`src/rtl/line_rasterizer_if.sv`:
```
// Start/Done handshake and pixel stream between the triangle drawer,
// the line rasterizer and the frame-buffer writer.
interface line_rasterizer_if #(
    parameter int W = 10
);
    logic         start;
    logic [W-1:0] x0;
    logic [W-1:0] y0;
    logic [W-1:0] x1;
    logic [W-1:0] y1;
    logic         pixel_ready;
    logic [W-1:0] draw_x;
    logic [W-1:0] draw_y;
    logic         pixel_valid;
    logic         done;

    modport master (
        output start, x0, y0, x1, y1, pixel_ready,
        input  draw_x, draw_y, pixel_valid, done
    );

    modport slave (
        input  start, x0, y0, x1, y1, pixel_ready,
        output draw_x, draw_y, pixel_valid, done
    );
endinterface

```
`src/rtl/line_rasterizer.sv`:
```
// Integer Bresenham line rasterizer: latches two endpoints on a 4-phase
// Start/Done handshake and emits one pixel per accepted transfer.
module line_rasterizer #(
    parameter int W = 10
) (
    input logic               clk,
    input logic               rst,
    line_rasterizer_if.slave  bus
);
    typedef enum logic [1:0] {IDLE, SETUP, DRAW, DONE} state_t;

    localparam int EW = W + 2;
    localparam logic signed [EW-1:0] ZERO = '0;

    state_t               state;
    logic [W-1:0]         end_x;
    logic [W-1:0]         end_y;
    logic signed [EW-1:0] dx;
    logic signed [EW-1:0] dy;
    logic signed [EW-1:0] err;
    logic                 sx_neg;
    logic                 sy_neg;

    logic [W-1:0]         abs_x;
    logic [W-1:0]         abs_y;
    logic signed [EW-1:0] dx_init;
    logic signed [EW-1:0] dy_init;
    logic signed [EW:0]   e2;
    logic signed [EW:0]   dx_ext;
    logic signed [EW:0]   dy_ext;
    logic                 step_x;
    logic                 step_y;
    logic                 at_end;
    logic signed [EW-1:0] err_next;

    // dy is kept negative so both step tests compare against the same doubled error.
    always_comb begin
        abs_x    = (bus.x1 >= bus.x0) ? (bus.x1 - bus.x0) : (bus.x0 - bus.x1);
        abs_y    = (bus.y1 >= bus.y0) ? (bus.y1 - bus.y0) : (bus.y0 - bus.y1);
        dx_init  = $signed({2'b00, abs_x});
        dy_init  = -$signed({2'b00, abs_y});
        e2       = {err, 1'b0};
        dx_ext   = {dx[EW-1], dx};
        dy_ext   = {dy[EW-1], dy};
        step_x   = (e2 >= dy_ext);
        step_y   = (e2 <= dx_ext);
        err_next = err + (step_x ? dy : ZERO) + (step_y ? dx : ZERO);
        at_end   = (bus.draw_x == end_x) && (bus.draw_y == end_y);
    end

    always_ff @(posedge clk or posedge rst) begin
        if (rst) begin
            state           <= IDLE;
            end_x           <= '0;
            end_y           <= '0;
            dx              <= '0;
            dy              <= '0;
            err             <= '0;
            sx_neg          <= 1'b0;
            sy_neg          <= 1'b0;
            bus.draw_x      <= '0;
            bus.draw_y      <= '0;
            bus.pixel_valid <= 1'b0;
            bus.done        <= 1'b0;
        end else begin
            case (state)
                IDLE: begin
                    if (bus.start) begin
                        state <= SETUP;
                    end
                end
                SETUP: begin
                    end_x           <= bus.x1;
                    end_y           <= bus.y1;
                    dx              <= dx_init;
                    dy              <= dy_init;
                    err             <= dx_init + dy_init;
                    sx_neg          <= (bus.x1 < bus.x0);
                    sy_neg          <= (bus.y1 < bus.y0);
                    bus.draw_x      <= bus.x0;
                    bus.draw_y      <= bus.y0;
                    bus.pixel_valid <= 1'b1;
                    state           <= DRAW;
                end
                DRAW: begin
                    if (bus.pixel_ready) begin
                        if (at_end) begin
                            bus.pixel_valid <= 1'b0;
                            bus.done        <= 1'b1;
                            state           <= DONE;
                        end else begin
                            err <= err_next;
                            if (step_x) begin
                                bus.draw_x <= sx_neg ? (bus.draw_x - W'(1)) : (bus.draw_x + W'(1));
                            end
                            if (step_y) begin
                                bus.draw_y <= sy_neg ? (bus.draw_y - W'(1)) : (bus.draw_y + W'(1));
                            end
                        end
                    end
                end
                DONE: begin
                    // No re-trigger from here: Start must be seen low before the next line.
                    if (!bus.start) begin
                        bus.done <= 1'b0;
                        state    <= IDLE;
                    end
                end
                default: state <= IDLE;
            endcase
        end
    end
endmodule
```
`src/flat_wrapper.sv`:
```
// flat-port wrapper written by rule: the top's interface ports become plain ports
module line_rasterizer_flat 
#(
    parameter int W = 10
)
  (clk, rst, bus_start, bus_x0, bus_y0, bus_x1, bus_y1, bus_pixel_ready, bus_draw_x, bus_draw_y, bus_pixel_valid, bus_done);
  line_rasterizer_if #(.W(W)) bus_i ();
  input logic clk;
  input logic rst;
  input wire logic [$bits(bus_i.start)-1:0] bus_start;
  input wire logic [$bits(bus_i.x0)-1:0] bus_x0;
  input wire logic [$bits(bus_i.y0)-1:0] bus_y0;
  input wire logic [$bits(bus_i.x1)-1:0] bus_x1;
  input wire logic [$bits(bus_i.y1)-1:0] bus_y1;
  input wire logic [$bits(bus_i.pixel_ready)-1:0] bus_pixel_ready;
  output wire logic [$bits(bus_i.draw_x)-1:0] bus_draw_x;
  output wire logic [$bits(bus_i.draw_y)-1:0] bus_draw_y;
  output wire logic [$bits(bus_i.pixel_valid)-1:0] bus_pixel_valid;
  output wire logic [$bits(bus_i.done)-1:0] bus_done;
  assign bus_i.start = bus_start;
  assign bus_i.x0 = bus_x0;
  assign bus_i.y0 = bus_y0;
  assign bus_i.x1 = bus_x1;
  assign bus_i.y1 = bus_y1;
  assign bus_i.pixel_ready = bus_pixel_ready;
  assign bus_draw_x = bus_i.draw_x;
  assign bus_draw_y = bus_i.draw_y;
  assign bus_pixel_valid = bus_i.pixel_valid;
  assign bus_done = bus_i.done;
  line_rasterizer #(.W(W)) u_core (.clk(clk), .rst(rst), .bus(bus_i));
endmodule
```
`config.mk`:
```
export PLATFORM = sky130hd
export DESIGN_NAME = line_rasterizer_flat
export DESIGN_NICKNAME = d
export VERILOG_FILES = /design/src/rtl/line_rasterizer_if.sv /design/src/rtl/line_rasterizer.sv /design/src/flat_wrapper.sv
export SDC_FILE = /design/constraint.sdc
export NUM_CORES = 1
export LEC_CHECK = 0
export ABC_AREA = 1
export CORE_MARGIN = 5
export CORE_UTILIZATION = 30
export DETAILED_ROUTE_END_ITERATION = 10
export GPL_TIMING_DRIVEN = 0
export SYNTH_ARGS = -nofsm -noshare
export SYNTH_HDL_FRONTEND = slang
export SYNTH_SLANG_ARGS = --single-unit
```
`constraint.sdc`:
```
create_clock -name clk -period 3.6 [get_ports clk]
set_input_delay 0.54 -clock clk [delete_from_list [all_inputs] [get_ports clk]]
set_output_delay 0.54 -clock clk [all_outputs]
set_load 0.05 [all_outputs]
```
# == Yosys cells after proc, flatten, opt, wreduce, memory -nomap -nowiden ==
# Cells that the tools add are included.
# word_totals
ff_bits,80
input_bits,44
output_inout_bits,22
word_cells,81
# classes
add_sub_neg,12
order_cmp,6
eq_ne,12
muxes,29
reduce_logical,10
# ops
op,n
$mux W10,11
$pmux W10 S2,2
$sub A10 B10 Y10,4
$mux W12,3
$add A12 B12 Y12,2
$pmux W12 S2,1
$add A10 B1 Y10 const B,2
$eq A10 B10 Y1,2
$ge A10 B10 Y1,2
$lt A10 B10 Y1,2
$sub A10 B1 Y10 const B,2
$reduce_and A4 Y1,4
$ge A13 B12 Y1,1
$le A13 B11 Y1,1
$add A11 B12 Y12,1
$neg A10 Y12,1
$mux W2,4
$ne A2 B2 Y1 const B,4
$pmux W2 S4,1
$ne A2 B1 Y1 const B,3
$reduce_and A3 Y1,2
$mux W1,5
$eq A2 B2 Y1 const B,2
$pmux W1 S2,2
other kinds (4),5

# == Depth between registers and ports, before layout ==
# logic_depth
ltp_word,7
depth_mapped,33
ltp_nobuf,33

# == Least setup slack after synthesis ==
# Ideal clock, no wire load.
# synth_path
kind,flip-flop to flip-flop
start,reg u_core.err[1]
end,reg u_core.err[10]
setup_time_ps,77
arrival_ps,3885
required_time_ps,3523
slack_ps,-362
stages_incl_launch_ff,28
n_path_buf,1
synth_period_minus_slack_ps,3962
cell_sequence,dfrtp_1 > ha_1 > a21o_1 > a211oi_1 > o221ai_1 > nand2_1 > a21oi_1 > inv_1 > clkbuf_1 > nand2_1 > fa_1 > inv_1 > ha_1 > a21oi_1 > nand2_1 > nand2_1 > nand2_1 > a21oi_1 > or2_2 > nand2_1 > nand2_1 > nand2_1 > nand2_1 > nand2_1 > a21oi_1 > xor2_1 > mux2i_1 > o21ai_1
# synth_via
elab_chain_cells,7
word_cells_on_any_way,9
cone_classes,add/sub (2); order compare (2); mux (5)
# synth_rtl
item,line_no,text
"start, declared",line_rasterizer.sv:20,logic signed [EW-1:0] err;
"start signal, assigned",line_rasterizer.sv:77,err <= dx_init + dy_init;
"start signal, assigned",line_rasterizer.sv:92,err <= err_next;
$ge A13 B12 Y1,line_rasterizer.sv:45,step_x = (e2 >= dy_ext);
$mux W12,line_rasterizer.sv:47,err_next = err + (step_x ? dy : ZERO) + (step_y ? dx : ZERO);
$add A12 B12 Y12,line_rasterizer.sv:47,
$add A12 B12 Y12 (*),line_rasterizer.sv:47,
$mux W12 (*),line_rasterizer.sv:87,if (at_end) begin
$mux W12 (*),line_rasterizer.sv:86,if (bus.pixel_ready) begin
$pmux W12 S2 (*),line_rasterizer.sv:66,case (state)
# Every way passes the cells marked *; elsewhere a longest branch is shown, timed or not. The select of a mux whose other input is x is not followed.
# A chain may end at the register's enable or synchronous reset.

# == Final worst setup path ==
# layout_path
start,reg u_core.dy[2]
end,reg u_core.err[10]
# layout_via
elab_chain_cells,7
# layout_rtl
item,line_no,text
"start, declared",line_rasterizer.sv:19,logic signed [EW-1:0] dy;
"start signal, assigned",line_rasterizer.sv:76,dy <= dy_init;
$ge A13 B12 Y1,line_rasterizer.sv:45,
$mux W12 (*),line_rasterizer.sv:47,
$add A12 B12 Y12 (*) (2 in series),line_rasterizer.sv:47,
$mux W12 (*),line_rasterizer.sv:87,
$mux W12 (*),line_rasterizer.sv:86,
$pmux W12 S2 (*),line_rasterizer.sv:66,
# Marked as above.

==> impl_metrics.yaml <==
outcome:
  outcome: "finished with violations"
  violations: "negative setup slack"
routing:
  vias: 8119
  ant_nets: 0
  via_per_inst: 4.87
  drt-total-wl_um: 27000
  drc: 0
  wl_per_cell_um: 16.2
  drt_pass1_iterations: 5
  drt-initial-drc-count: 407
global_route:
  grt_pass1_vias: 8115
  grt_overflow: 0
  gr-max-usage-layer: "met2"
  grt_usage_pct: 17.5
  antenna_found_initial: 0
  grt_pass1_wl_um: 42900
  use_met1_pct: 22.7
  grtUsageMet2_pct: 30.1
  grt_max_degree: 64
  grt.met3_usage_pct: 2.46
floorplanning:
  die-area_um2: 31100
  io_pins: 66
  die_x_um: 176
  core_um2: 27100
  start_util_pct: 30.6
  fp-row-count: 60
  die_y_um: 176
timing:
  worst_slack_ns: -0.580
  setup_violations: 8
  fin_crit_ns: 4.18
  layout_worst_path_cycle_share_pct: 116
  drv_slew: 0
  fin_skew_ns: 0.0122
  maxSlewHeadroom_pct: 36.0
  tightest_slew_ns: 0.961
  rsz0062_at_grt: "yes"
  max_freq_ghz: 0.239
  hold_viol_final: 0
cts:
  clock_path_buffers: 2
  clockRootBuffer: "clkbuf_16"
  cts_tree: "done"
  hold_buffers: 0
  htreeDepth: 3
  cts_sinks: 80
  numCtsBuffers: 9
  clk_pin_slew_ns: 0.07
  clock_latency_ns: 0.36
place:
  hpwlAfterDp_um: 20900
  io_buffers: 65
  place_congestion: 0.915
  dp_cells: 1611
yosys:
  yosys.area.top_type_share_pct: 24.2
  ys_ff_latch: 80
  synthCells: 1173
  syn_area_um2: 8290
  yosys.area.top_type: "dfrtp_1"
  synth_seq_area_share_pct: 24.2
  yosys-top-cells-area: "dfrtp_1, ha_1, nand2_1"
  synth_cell_type_count: 51
  synthFlopType: "dfrtp_1"
  synth_edf_count: 0
  ys_warn_count: 0
  synth_nets: 1336
  synthArstFlopShare_pct: 100
  synth_area_per_cell_um2: 7.07
worst_setup_path:
  cp.arrival_ns: 4.39
  crit_type: "flop to flop"
  cp_slowest_cell: "fa_1"
  cp_common_cell: "nand2_2"
  cp-end-kind: "flop"
  slowest_delay_ns: 0.55
  start_kind: "flop"
  crit_path_max_fanout: 5
  required_ns: 3.81
finish:
  final_nets: 1455
  stdcell_count: 1667
  nFillCells: 2765
  layout-area-overhead-vs-synth_pct: 32.1
  diodes: 0
  drive_gt1_share_pct: 20.3
worst_hold_path:
  hold_path.class: "input port to asynchronous set/reset pin"
job:
  maxCapViolCount: 0
-- worst max-delay path: cells and delay by family, from the launching register on --
| family | cells | cell delay, ns |
|---|---|---|
| simple gates | 13 | 1.15 |
| fa+ha+maj | 3 | 1.08 |
| compound gates | 5 | 0.53 |
| xor+xnor | 2 | 0.44 |
| flops | 1 | 0.40 |
| buf+inv | 3 | 0.32 |
| mux | 1 | 0.13 |
-- sequential cells by signal, indices dropped and copies added, names as in the netlist --
register,count
u_core.dy,12
u_core.err,12
u_core.bus.draw_x,10
u_core.bus.draw_y,10
u_core.dx,10
u_core.end_x,10
u_core.end_y,10
u_core.state,2
u_core.bus.done,1
u_core.bus.pixel_valid,1
u_core.sx_neg,1
u_core.sy_neg,1
-- cell usage after synthesis (all sizes together), types with 4 or more instances --
cell     count
o2111ai      5
fa          18
xor2        30
clkbuf      19
o21bai       4
o211ai      10
nand2      300
o22ai        4
a21o         5
o21ai      106
a21oi       68
xnor2       18
nor2        74
nor3         5
buf          8
nand3       51
a31oi        9
inv        215
ha         101
dfrtp       80
nand4       12
or2          7
-- kinds of logic (layout without fill, tap and decap cells) --
logic type / Yosys count / count (layout) / synth area share (%)
multiplexers: 2 / 2 / 0.242
XOR/XNOR: 48 / 48 / 5.07
AO/OA/AOI/OAI: 223 / 223 / 15.2
adder cells (fa/ha/maj): 119 / 119 / 19.6
buffers and inverters: 245 / 367 / 11.5
flip-flops: 80 / 80 / 24.2
AND/OR/NAND/NOR: 456 / 456 / 24.2
-- layout by cell type, fill, tap and decap left out, types with 21 or more instances in the layout --
cell and n:
o21ai_0 86, buf_4 39, ha_1 68, nor2_1 61, nand2_2 24, ha_4 31, inv_2 30, inv_1 181
dlygate4sd2_1 29, nand2_1 265, nand3_1 36, clkdlybuf4s50_1 30, dfrtp_1 77, a21oi_1 51, xor2_1 21
-- final timing paths --
check	start	end	slack (ns)	cells after the start
worst max-delay path	u_core.dy[2]$_DFFE_PP0N_	u_core.err[10]$_DFFE_PP0P_	-0.58	27
worst min-delay path	rst	u_core.err[4]$_DFFE_PP0P_	0.49	2
worst max register to register	u_core.dy[2]$_DFFE_PP0N_	u_core.err[10]$_DFFE_PP0P_	-0.58	27
worst min register to register	u_core.end_y[9]$_DFFE_PP0N_	u_core.end_y[9]$_DFFE_PP0N_	0.50	2
max in group asynchronous	rst	u_core.end_x[7]$_DFFE_PP0N_	2.51	3
min in group clk	u_core.end_y[9]$_DFFE_PP0N_	u_core.end_y[9]$_DFFE_PP0N_	0.50	2
-- routing by layer --
metal,vias up,wire length [um]
li1,3984,-
met1,3886,12100
met2,196,13100
met3,53,1070
met4,0,739
met5,-,0
-- layout make-up --
type                    instances  area [um^2]  area share, %
flip-flops and latches         80         2010           18.3
multi-input cells             848         6200           56.6
repair buffers                109          973           8.89
plain buffers                  26          169           1.54
clock inverters                 3         42.5          0.389
inverters                     218          838           7.66
clock buffers                  11          253           2.31
well taps                     372          465           4.25
-- through the flow --
step	instance area (um^2)	setup WS [ns]	util [%]	setup TNS, ns	hold WS (ns)
3_3_place_gp	9520	-1.30	35.1	-51.87	0.478
5_1_grt	10900	-0.811	40.4	-4.57	0.530
2_1_floorplan	8410	-0.235	-	-0.523	0.463
4_1_cts	10700	-0.580	39.4	-2.58	0.500
3_5_place_dp	9550	-1.34	35.2	-9.33	0.486
6_report	10900	-0.580	40.4	-2.84	0.489
-- repair_timing --
action	4_1_cts	5_1_grt
pin swaps	53	37
resized for setup	169	60
buffers inserted	36	10
endpoints found under the setup margin	10	11
Power is not shown: default switching activity piles up to over one toggle a cycle in this logic, so the estimate is an artifact.
